<file path="src/rtl/branch_resolution_queue.sv">
// In-order queue of in-flight conditional-branch predictions; emits registered
// predictor feedback and misprediction redirects. Optional counters: BRQ_STATS_EN.
`ifndef ADDR_WIDTH
`define ADDR_WIDTH 32
`endif

package mips_core_pkg;
  typedef enum logic {NOT_TAKEN = 1'b0, TAKEN = 1'b1} BranchOutcome;
endpackage

module branch_resolution_queue #(
  parameter int DEPTH = 4,
  parameter int CNT_W = $clog2(DEPTH+1)
) (
  input  logic                         clk,
  input  logic                         rst_n,
  input  logic                         i_flush,
  input  logic                         i_enq_valid,
  input  logic [`ADDR_WIDTH-1:0]       i_enq_pc,
  input  mips_core_pkg::BranchOutcome  i_enq_prediction,
  input  logic [`ADDR_WIDTH-1:0]       i_enq_recovery_target,
  output logic                         o_full,
  output logic                         o_empty,
  output logic [CNT_W-1:0]             o_count,
  input  logic                         i_res_valid,
  input  mips_core_pkg::BranchOutcome  i_res_outcome,
  output logic                         o_fb_valid,
  output logic [`ADDR_WIDTH-1:0]       o_fb_pc,
  output mips_core_pkg::BranchOutcome  o_fb_prediction,
  output mips_core_pkg::BranchOutcome  o_fb_outcome,
  output logic                         o_redirect_valid,
  output logic [`ADDR_WIDTH-1:0]       o_redirect_pc
`ifdef BRQ_STATS_EN
  ,
  output logic [31:0]                  o_stat_resolved,
  output logic [31:0]                  o_stat_mispredict
`endif
);
  import mips_core_pkg::*;

  localparam int PTR_W = $clog2(DEPTH);

  logic [`ADDR_WIDTH-1:0] r_pc [DEPTH];
  BranchOutcome           r_pred [DEPTH];
  logic [`ADDR_WIDTH-1:0] r_rt [DEPTH];

  logic [PTR_W-1:0] r_head, r_tail;
  logic [CNT_W-1:0] r_count;

  logic w_res, w_mis, w_enq, w_write;

  // Enqueue acceptance uses the pre-edge count, so a full queue drops even
  // when a correct resolve frees a slot in the same cycle.
  assign w_res   = i_res_valid && (r_count != '0);
  assign w_mis   = w_res && (r_pred[r_head] != i_res_outcome);
  assign w_enq   = i_enq_valid && (r_count != CNT_W'(DEPTH));
  assign w_write = w_enq && !w_mis && !i_flush && rst_n;

  always_ff @(posedge clk) begin
    if (w_write) begin
      r_pc[r_tail]   <= i_enq_pc;
      r_pred[r_tail] <= i_enq_prediction;
      r_rt[r_tail]   <= i_enq_recovery_target;
    end
  end

  always_ff @(posedge clk) begin
    if (!rst_n) begin
      r_head           <= '0;
      r_tail           <= '0;
      r_count          <= '0;
      o_fb_valid       <= 1'b0;
      o_fb_pc          <= '0;
      o_fb_prediction  <= NOT_TAKEN;
      o_fb_outcome     <= NOT_TAKEN;
      o_redirect_valid <= 1'b0;
      o_redirect_pc    <= '0;
    end else begin
      o_fb_valid       <= 1'b0;
      o_redirect_valid <= 1'b0;
      if (i_flush) begin
        r_head  <= '0;
        r_tail  <= '0;
        r_count <= '0;
      end else begin
        if (w_res) begin
          o_fb_valid      <= 1'b1;
          o_fb_pc         <= r_pc[r_head];
          o_fb_prediction <= r_pred[r_head];
          o_fb_outcome    <= i_res_outcome;
        end
        if (w_mis) begin
          // Everything younger than the mispredicted branch is wrong-path.
          o_redirect_valid <= 1'b1;
          o_redirect_pc    <= r_rt[r_head];
          r_head           <= r_head + PTR_W'(1);
          r_tail           <= r_head + PTR_W'(1);
          r_count          <= '0;
        end else begin
          if (w_res) r_head <= r_head + PTR_W'(1);
          if (w_enq) r_tail <= r_tail + PTR_W'(1);
          r_count <= r_count + CNT_W'(w_enq) - CNT_W'(w_res);
        end
      end
    end
  end

`ifdef BRQ_STATS_EN
  always_ff @(posedge clk) begin
    if (!rst_n) begin
      o_stat_resolved   <= '0;
      o_stat_mispredict <= '0;
    end else if (!i_flush) begin
      if (w_res) o_stat_resolved   <= o_stat_resolved + 32'd1;
      if (w_mis) o_stat_mispredict <= o_stat_mispredict + 32'd1;
    end
  end
`endif

  assign o_count = r_count;
  assign o_full  = (r_count == CNT_W'(DEPTH));
  assign o_empty = (r_count == '0);

endmodule

</file>
<file path="config.mk">
export PLATFORM = sky130hd
export DESIGN_NAME = branch_resolution_queue
export DESIGN_NICKNAME = d
export VERILOG_FILES = /design/src/rtl/branch_resolution_queue.sv
export SDC_FILE = /design/constraint.sdc
export NUM_CORES = 1
export LEC_CHECK = 0
export ABC_CLOCK_PERIOD_IN_PS = 4700
export CORE_MARGIN = 2
export CORE_UTILIZATION = 55
export CTS_CLUSTER_DIAMETER = 40
export CTS_CLUSTER_SIZE = 16
export DETAILED_ROUTE_END_ITERATION = 8
export PLACE_DENSITY = 0.79
export SLEW_MARGIN = 20
export SYNTH_ARGS = -nofsm -noshare
export SYNTH_HDL_FRONTEND = slang
export SYNTH_SLANG_ARGS = --single-unit
</file>
<file path="constraint.sdc">
create_clock -name clk -period 4.7 [get_ports clk]
set_clock_uncertainty 0.2 [all_clocks]
set_input_delay 0.705 -clock clk [delete_from_list [all_inputs] [get_ports clk]]
set_output_delay 0.705 -clock clk [all_outputs]
set_load 0.05 [all_outputs]
</file>
==> out/metrics.yaml <==
status:
  status: "complete, no violations"
floorplan:
  ioPinCount: 144
  rows: 54
  die-width_um: 153
  start_util: 0.561
  die_h_um: 153
  die_area_mm2: 0.0236
  coreArea_mm2: 0.0219
global_route:
  grt_first_pass_wirelength_mm: 37.5
  grt_pass1_vias: 6872
  antenna_found_initial: 0
  grt.total_usage: 0.207
  grt.overflow.total: 0
  grt_max_degree: 67
synth:
  synth_nets: 770
  synth_cells: 692
  ys_seq_area_frac: 0.761
  netlist_area_mm2: 0.0123
  ys_warn_count: 0
  synth_cell_type_count: 31
  avgSynthCellArea_um2: 17.8
  yosys_register_bits: 337
flow_run:
  drv_cap: 0
routing:
  wl_mm: 24.3
  routedWlPerCell_um: 21.3
  drc: 0
  antenna_left: 0
  route.met3.wl_mm: 1.33
  route.met2.wl_mm: 12.8
  vias: 6615
  firstDrtPassIters: 5
  wl_met1_mm: 9.51
  dr.max_layer_used: "met4"
  via_per_inst: 5.80
  drtIter0Drc: 438
hold_path:
  min-delay-path-class: "reg2reg"
  hp-start: "o_redirect_pc[26]$_SDFFE_PN0P_"
  whs_endpoint: "o_redirect_pc[26]$_SDFFE_PN0P_"
  min_path_cells: 2
clock_tree:
  numCtsBuffers: 35
  cts_hold_buf: 0
  clock_sinks: 337
  cts.path.max_buffers: 3
  cts.clk_slew.worst_paths_ns: 0.06
  cts.htree.levels: 2
  cts_root_buffer: "clkbuf_16"
  cts_tree: "done"
  post_cts_resized: 0
  insertion_delay_ns: 0.52
  cts_setup_buffers: 0
place:
  post-place-ws_ns: 1.34
  io_buffers: 143
  dp.cells: 1077
  finalWeightedCongestion: 0.745
  hpwl_mm: 14.1
timing:
  rsz0062_at_grt: "false"
  slew_viol_final: 0
  setup_ws_ns: 1.63
  fmax_ghz: 0.326
  period_share: 0.653
  tightest_slew_ns: 1.02
  fin_crit_ns: 3.07
  hold_viol: 0
  relSlewSlack: 0.321
  tns_ns: 0
  setup_viol: 0
critical_path:
  worstPathArrival_ns: 2.99
  end_kind: "register"
  cp-start-kind: "register"
  crit_type: "reg2reg"
  reg2reg_to: "r_rt[1][28]$_DFFE_PP_"
  r2r_cells: 4
  r2r_setup_slack_ns: 1.63
  worst-endpoint-required_ns: 4.62
  path_max_fanout: 65
pwr:
  power_switching_mw: 1.38
  switching_share: 0.218
  clkPwrFrac: 0.424
  intPower_mw: 4.94
  leakagePower_nw: 4.74
  powerDensity_mw_per_mm2: 418
  irDropWorstVdd_mv: 0.258
  p_comb_frac: 0.056
  power.share.sequential: 0.520
finish:
  nFillCells: 1371
  diodes: 0
  syn_to_final_growth_pct: 22.8
  utilization: 0.689
  final_net_count: 912
  layoutNonFillerInstCount: 1140
  layout-drive-gt1-share: 0.164
-- final cells by class --
class | count | area (um^2) | share of cell area
Inverter | 6 | 22.5 | 0.00149
Clock buffer | 45 | 997 | 0.0661
Clock inverter | 18 | 140 | 0.00929
Multi-Input combinational cell | 304 | 2730 | 0.181
Tap cell | 280 | 350 | 0.0232
Timing Repair Buffer | 150 | 1490 | 0.0988
Sequential cell | 337 | 9360 | 0.620
-- cells in the mapped netlist --
cell,instances,area [um^2]
xor2_2,1,16.3
nor3_1,1,5.00
dfxtp_1,77,1540
o21ai_0,2,10.0
fa_1,1,20.0
mux4_2,65,1460
and3_1,4,25.0
buf_1,1,3.75
buf_6,3,33.8
edfxtp_1,260,7810
nand4_1,32,200
xnor2_1,4,35.0
nor2b_1,2,12.5
buf_4,3,22.5
o31a_2,1,10.0
o21ai_1,30,150
a21o_1,1,7.51
nand2b_1,2,12.5
nor2_1,7,26.3
clkbuf_1,21,78.8
nor3b_1,1,7.51
o32ai_1,2,17.5
inv_1,6,22.5
and2_1,1,6.26
mux2i_1,1,10.0
and2_4,1,8.76
a21oi_1,35,175
buf_2,17,85.1
xor2_1,2,17.5
ha_1,6,75.1
nand2_1,102,383
-- flip-flops by register name (all words and copies together) (netlist names), 2 cells and up, named ones only --
name           count
r_rt             128
r_tail             2
r_head             2
o_fb_pc           32
r_pred             4
o_count            3
o_redirect_pc     32
r_pc             128
-- how the worst max path moves through the flow --
stage                            end  cells after the start             startpoint  slack (ns)
2_1_floorplan   r_pc[0][0]$_DFFE_PP_                      4  o_count[2]$_SDFF_PP0_        0.82
3_3_place_gp   r_pc[2][11]$_DFFE_PP_                      4          i_res_outcome        1.39
3_5_place_dp   r_pc[0][11]$_DFFE_PP_                      4          i_res_outcome        1.34
4_1_cts        r_rt[0][26]$_DFFE_PP_                      4               register        1.64
5_1_grt        r_rt[1][28]$_DFFE_PP_                      4               register        1.53
6_report       r_rt[1][28]$_DFFE_PP_                      4               register        1.63
-- logic make-up (layout without fill, tap and decap cells) --
| family | after synthesis | after routing | share of synthesized area |
|---|---|---|---|
| fa+ha+maj | 7 | 7 | 0.00774 |
| compound gates | 71 | 71 | 0.0301 |
| simple gates | 153 | 153 | 0.0559 |
| flops | 337 | 337 | 0.761 |
| buf+inv | 51 | 219 | 0.0201 |
| mux | 66 | 66 | 0.120 |
| xor+xnor | 7 | 7 | 0.00560 |
-- placed cells by master (no fill, tap or decap), types with 2 or more instances in the layout --
cell type / instances
clkbuf_16: 38
o21ai_1: 30
nand2_1: 102
buf_4: 6
nor2_1: 7
dfxtp_4: 2
clkinvlp_4: 5
edfxtp_1: 260
xor2_1: 2
o21ai_0: 2
clkdlybuf4s50_1: 142
clkinv_4: 3
o32ai_1: 2
ha_1: 6
a21oi_1: 35
mux4_2: 65
and3_4: 4
inv_1: 6
xnor2_1: 4
nand4_1: 32
clkbuf_8: 2
clkbuf_1: 5
inv_6: 5
dfxtp_1: 75
nand2b_1: 2
clkinv_2: 3
-- metrics by stage --
step	power (mW)	cell area [um^2]	hold slack, ns
finish	6.31	15100	0.250
global route	6.48	15100	0.269
CTS	6.35	15100	0.254
detailed placement	3.70	14000	0.246
global placement	3.68	14000	0.238
floorplan	3.54	12300	0.355
-- critical path, stage by stage (launching register included) --
cell     delay (ns)
dfxtp_1        0.34
mux4_2         0.58
xor2_4         0.18
a21oi_1        0.39
and3_4         0.88
-- routing by layer --
metal	vias to the layer above	global-route usage
met3	53	0.0414
li1	2967	-
met4	0	0.0734
met2	235	0.361
met5	-	0
met1	3360	0.260
-- power groups by stage --
stage / sequential (mW) / combinational, mW / clock (mW)
after floorplan: 3.39 / 0.148 / 0
after global placement: 3.34 / 0.343 / 0
after detailed placement: 3.35 / 0.353 / 0
after CTS: 3.28 / 0.357 / 2.71
after global routing: 3.29 / 0.376 / 2.82
final: 3.28 / 0.354 / 2.67
(Power assumes the default switching activity.)
==> variant, RTL diff (same flow settings) <==
Change the macro `ADDR_WIDTH` from 32 to 48.
--- a/src/rtl/branch_resolution_queue.sv
+++ b/src/rtl/branch_resolution_queue.sv
@@ -1,7 +1,7 @@
 // In-order queue of in-flight conditional-branch predictions; emits registered
 // predictor feedback and misprediction redirects. Optional counters: BRQ_STATS_EN.
 `ifndef ADDR_WIDTH
-`define ADDR_WIDTH 32
+`define ADDR_WIDTH 48
 `endif
 
 package mips_core_pkg;
Interface: changed (resized i_enq_pc, i_enq_recovery_target, o_fb_pc and o_redirect_pc); port bits go from 144 to 208. No check against the original RTL was run, so the function may have changed too.
==> variant against the original RTL <==
Setup slack got worse by 0.21 ns; sequential cell count rose by 160; cell area up 49%; routed wire length up 51%; area after synthesis grew 48%; global-route usage is 0.91 points higher; power up 48%; critical path type is now reg -> out; largest power group unchanged.
==> variant: results (changes against the original RTL) <==
----------------------------------------------------
[Global routing]
  Number of antenna violations at the first check in global routing ... 3 (was 0)
  Overall global routing resource usage ... 21.6% (was 20.7%)
  Maximum number of pins on one net before global-route repair ... 101 (was 67)
  Wire length of the first global-routing pass ... 55800 µm (was 37500 µm)

[Timing]
  Worst Hold Margin ... 0.253 ns (was 0.250 ns)
  Final setup margin ... 1.42 ns (was 1.63 ns)
  Slew HR ... 33.5% (was 32.1%)

[Setup path]
  Flop-to-flop setup slack ... 1.54 ns (was 1.63 ns)
  Worst reg2reg endpoint ... r_rt[0][38]$_DFFE_PP_ (was r_rt[1][28]$_DFFE_PP_)
  Cells on worst reg2reg path ... 5 (was 4)
  Maximum fanout count along the critical path ... 5 (was 65)
  Setup crit end ... o_full (was r_rt[1][28]$_DFFE_PP_)
  Top cell family by delay on the critical path ... buffers and inverters (was simple AND/OR/NAND/NOR gates)
  Endpoint arrival time on the critical path ... 2.37 ns (was 2.99 ns)
  Highest-delay cell along the critical path ... clkdlybuf4s50_1 (was and3_4)

[Logic synthesis]
  Cells after synthesis ... 1004 (was 692)
  Sequential fraction of the synthesis area ... 76.1% (about the same)
  Ranking of synthesized cells by instance count ... edfxtp_1, nand2_1, dfxtp_1 (unchanged)
  Dominant cells by area after synthesis ... edfxtp_1, mux4_2, dfxtp_1 (was edfxtp_1, dfxtp_1, mux4_2)
  Number of synthesis warnings ... 0 (unchanged)
  Share of cell area taken by muxes after synthesis ... 12.1% (was 12.0%)
  XOR/XNOR share of the synthesized area ... 0.378% (was 0.560%)
  Adder and majority cell fraction of the synthesized area ... 0.523% (was 0.774%)
  Distinct cell type count after synthesis ... 35 (was 31)
  Number of nets in the synthesized netlist ... 1114 (was 770)

[Status]
  Run status ... complete, no violations (unchanged)

[Place]
  Placer congestion estimate ... 0.741 (was 0.745)
  Hpwl dp ... 21200 µm (was 14100 µm)
  Post-placement worst setup slack ... 1.08 ns (was 1.34 ns)
  Total instance count after detailed placement ... 1605 (was 1077)
  I/O Buffers ... 207 (was 143)
  Area after DPL ... 20800 µm² (was 14000 µm²)

[Clocking]
  Clock latency on the worst-skew pair ... 0.55 ns (was 0.52 ns)
  Buffers inserted by post-CTS timing repair ... 0 (unchanged)
  Number of buffers inserted during clock tree synthesis ... 49 (was 35)

[Min path]
  Min-delay worst type ... reg -> reg (unchanged)
  End point of the worst hold path ... o_redirect_pc[36]$_SDFFE_PN0P_ (was o_redirect_pc[26]$_SDFFE_PN0P_)
  Startpoint of the lowest-slack hold path ... o_redirect_pc[36]$_SDFFE_PN0P_ (was o_redirect_pc[26]$_SDFFE_PN0P_)

[Detailed routing]
  Routed vias/inst ... 5.66 (was 5.80)
  Iter 0 DRT Violations ... 914 (was 438)
  Routed wire length ... 36700 µm (was 24300 µm)

[Power and ir drop]
  Leakage Power ... 7.03 nW (was 4.74 nW)
  Worst-case vdd ir drop ... 0.000327 V (was 0.000258 V)

[Final layout]
  Layout Cells excl Fill ... 1699 (was 1140)
  Total Nets Final ... 1324 (was 912)
  Filler instances ... 2085 (was 1371)

----------------------------------------------------
## variant: cell type report
| class | count | area (µm²) | area share (%) |
|---|---|---|---|
| diodes | 2 | 5.00 | 0.0223 |
| clock buffers | 55 | 1300 | 5.79 |
| clock inverters | 37 | 388 | 1.73 |
| inverters | 7 | 26.3 | 0.117 |
| multi-input cells | 433 | 4070 | 18.1 |
| flip-flops and latches | 497 | 13800 | 61.6 |
| well taps | 442 | 553 | 2.46 |
| repair buffers | 226 | 2290 | 10.2 |
## variant: logic make-up (layout without fill, tap and decap cells)
logic type	Yosys count	after routing
DFF	497	497
and+or+nand+nor	218	218
AOI/OAI and AO/OA	103	103
muxes	98	98
buffers and inverters	74	325
adders and majority gates	7	7
xor gates and xnor gates	7	7
other	0	2
## variant: power by group
| part | switching [mW] | internal [mW] | total (mW) | leakage, nW |
|---|---|---|---|---|
| combinational | 0.299 | 0.217 | 0.516 | 1.85 |
| clock | 1.69 | 2.27 | 3.96 | 0.797 |
| sequential | 0.0375 | 4.80 | 4.84 | 4.39 |
| total | 2.03 | 7.30 | 9.32 | 7.03 |
## variant: layer usage
layer | up-vias | global-route usage [%] | part of all wire (%)
met5 | - | 0 | 0.033
met4 | 2 | 7.21 | 2.8
met3 | 72 | 3.31 | 6.7
met1 | 4818 | 29.1 | 39
met2 | 379 | 36.6 | 51
li1 | 4345 | - | -
## variant: worst min-delay path: cells and delay by family, from the launching register on
kind            cells  cell delay [ns]
flops               1             0.31
compound gates      1             0.05
simple gates        1             0.05
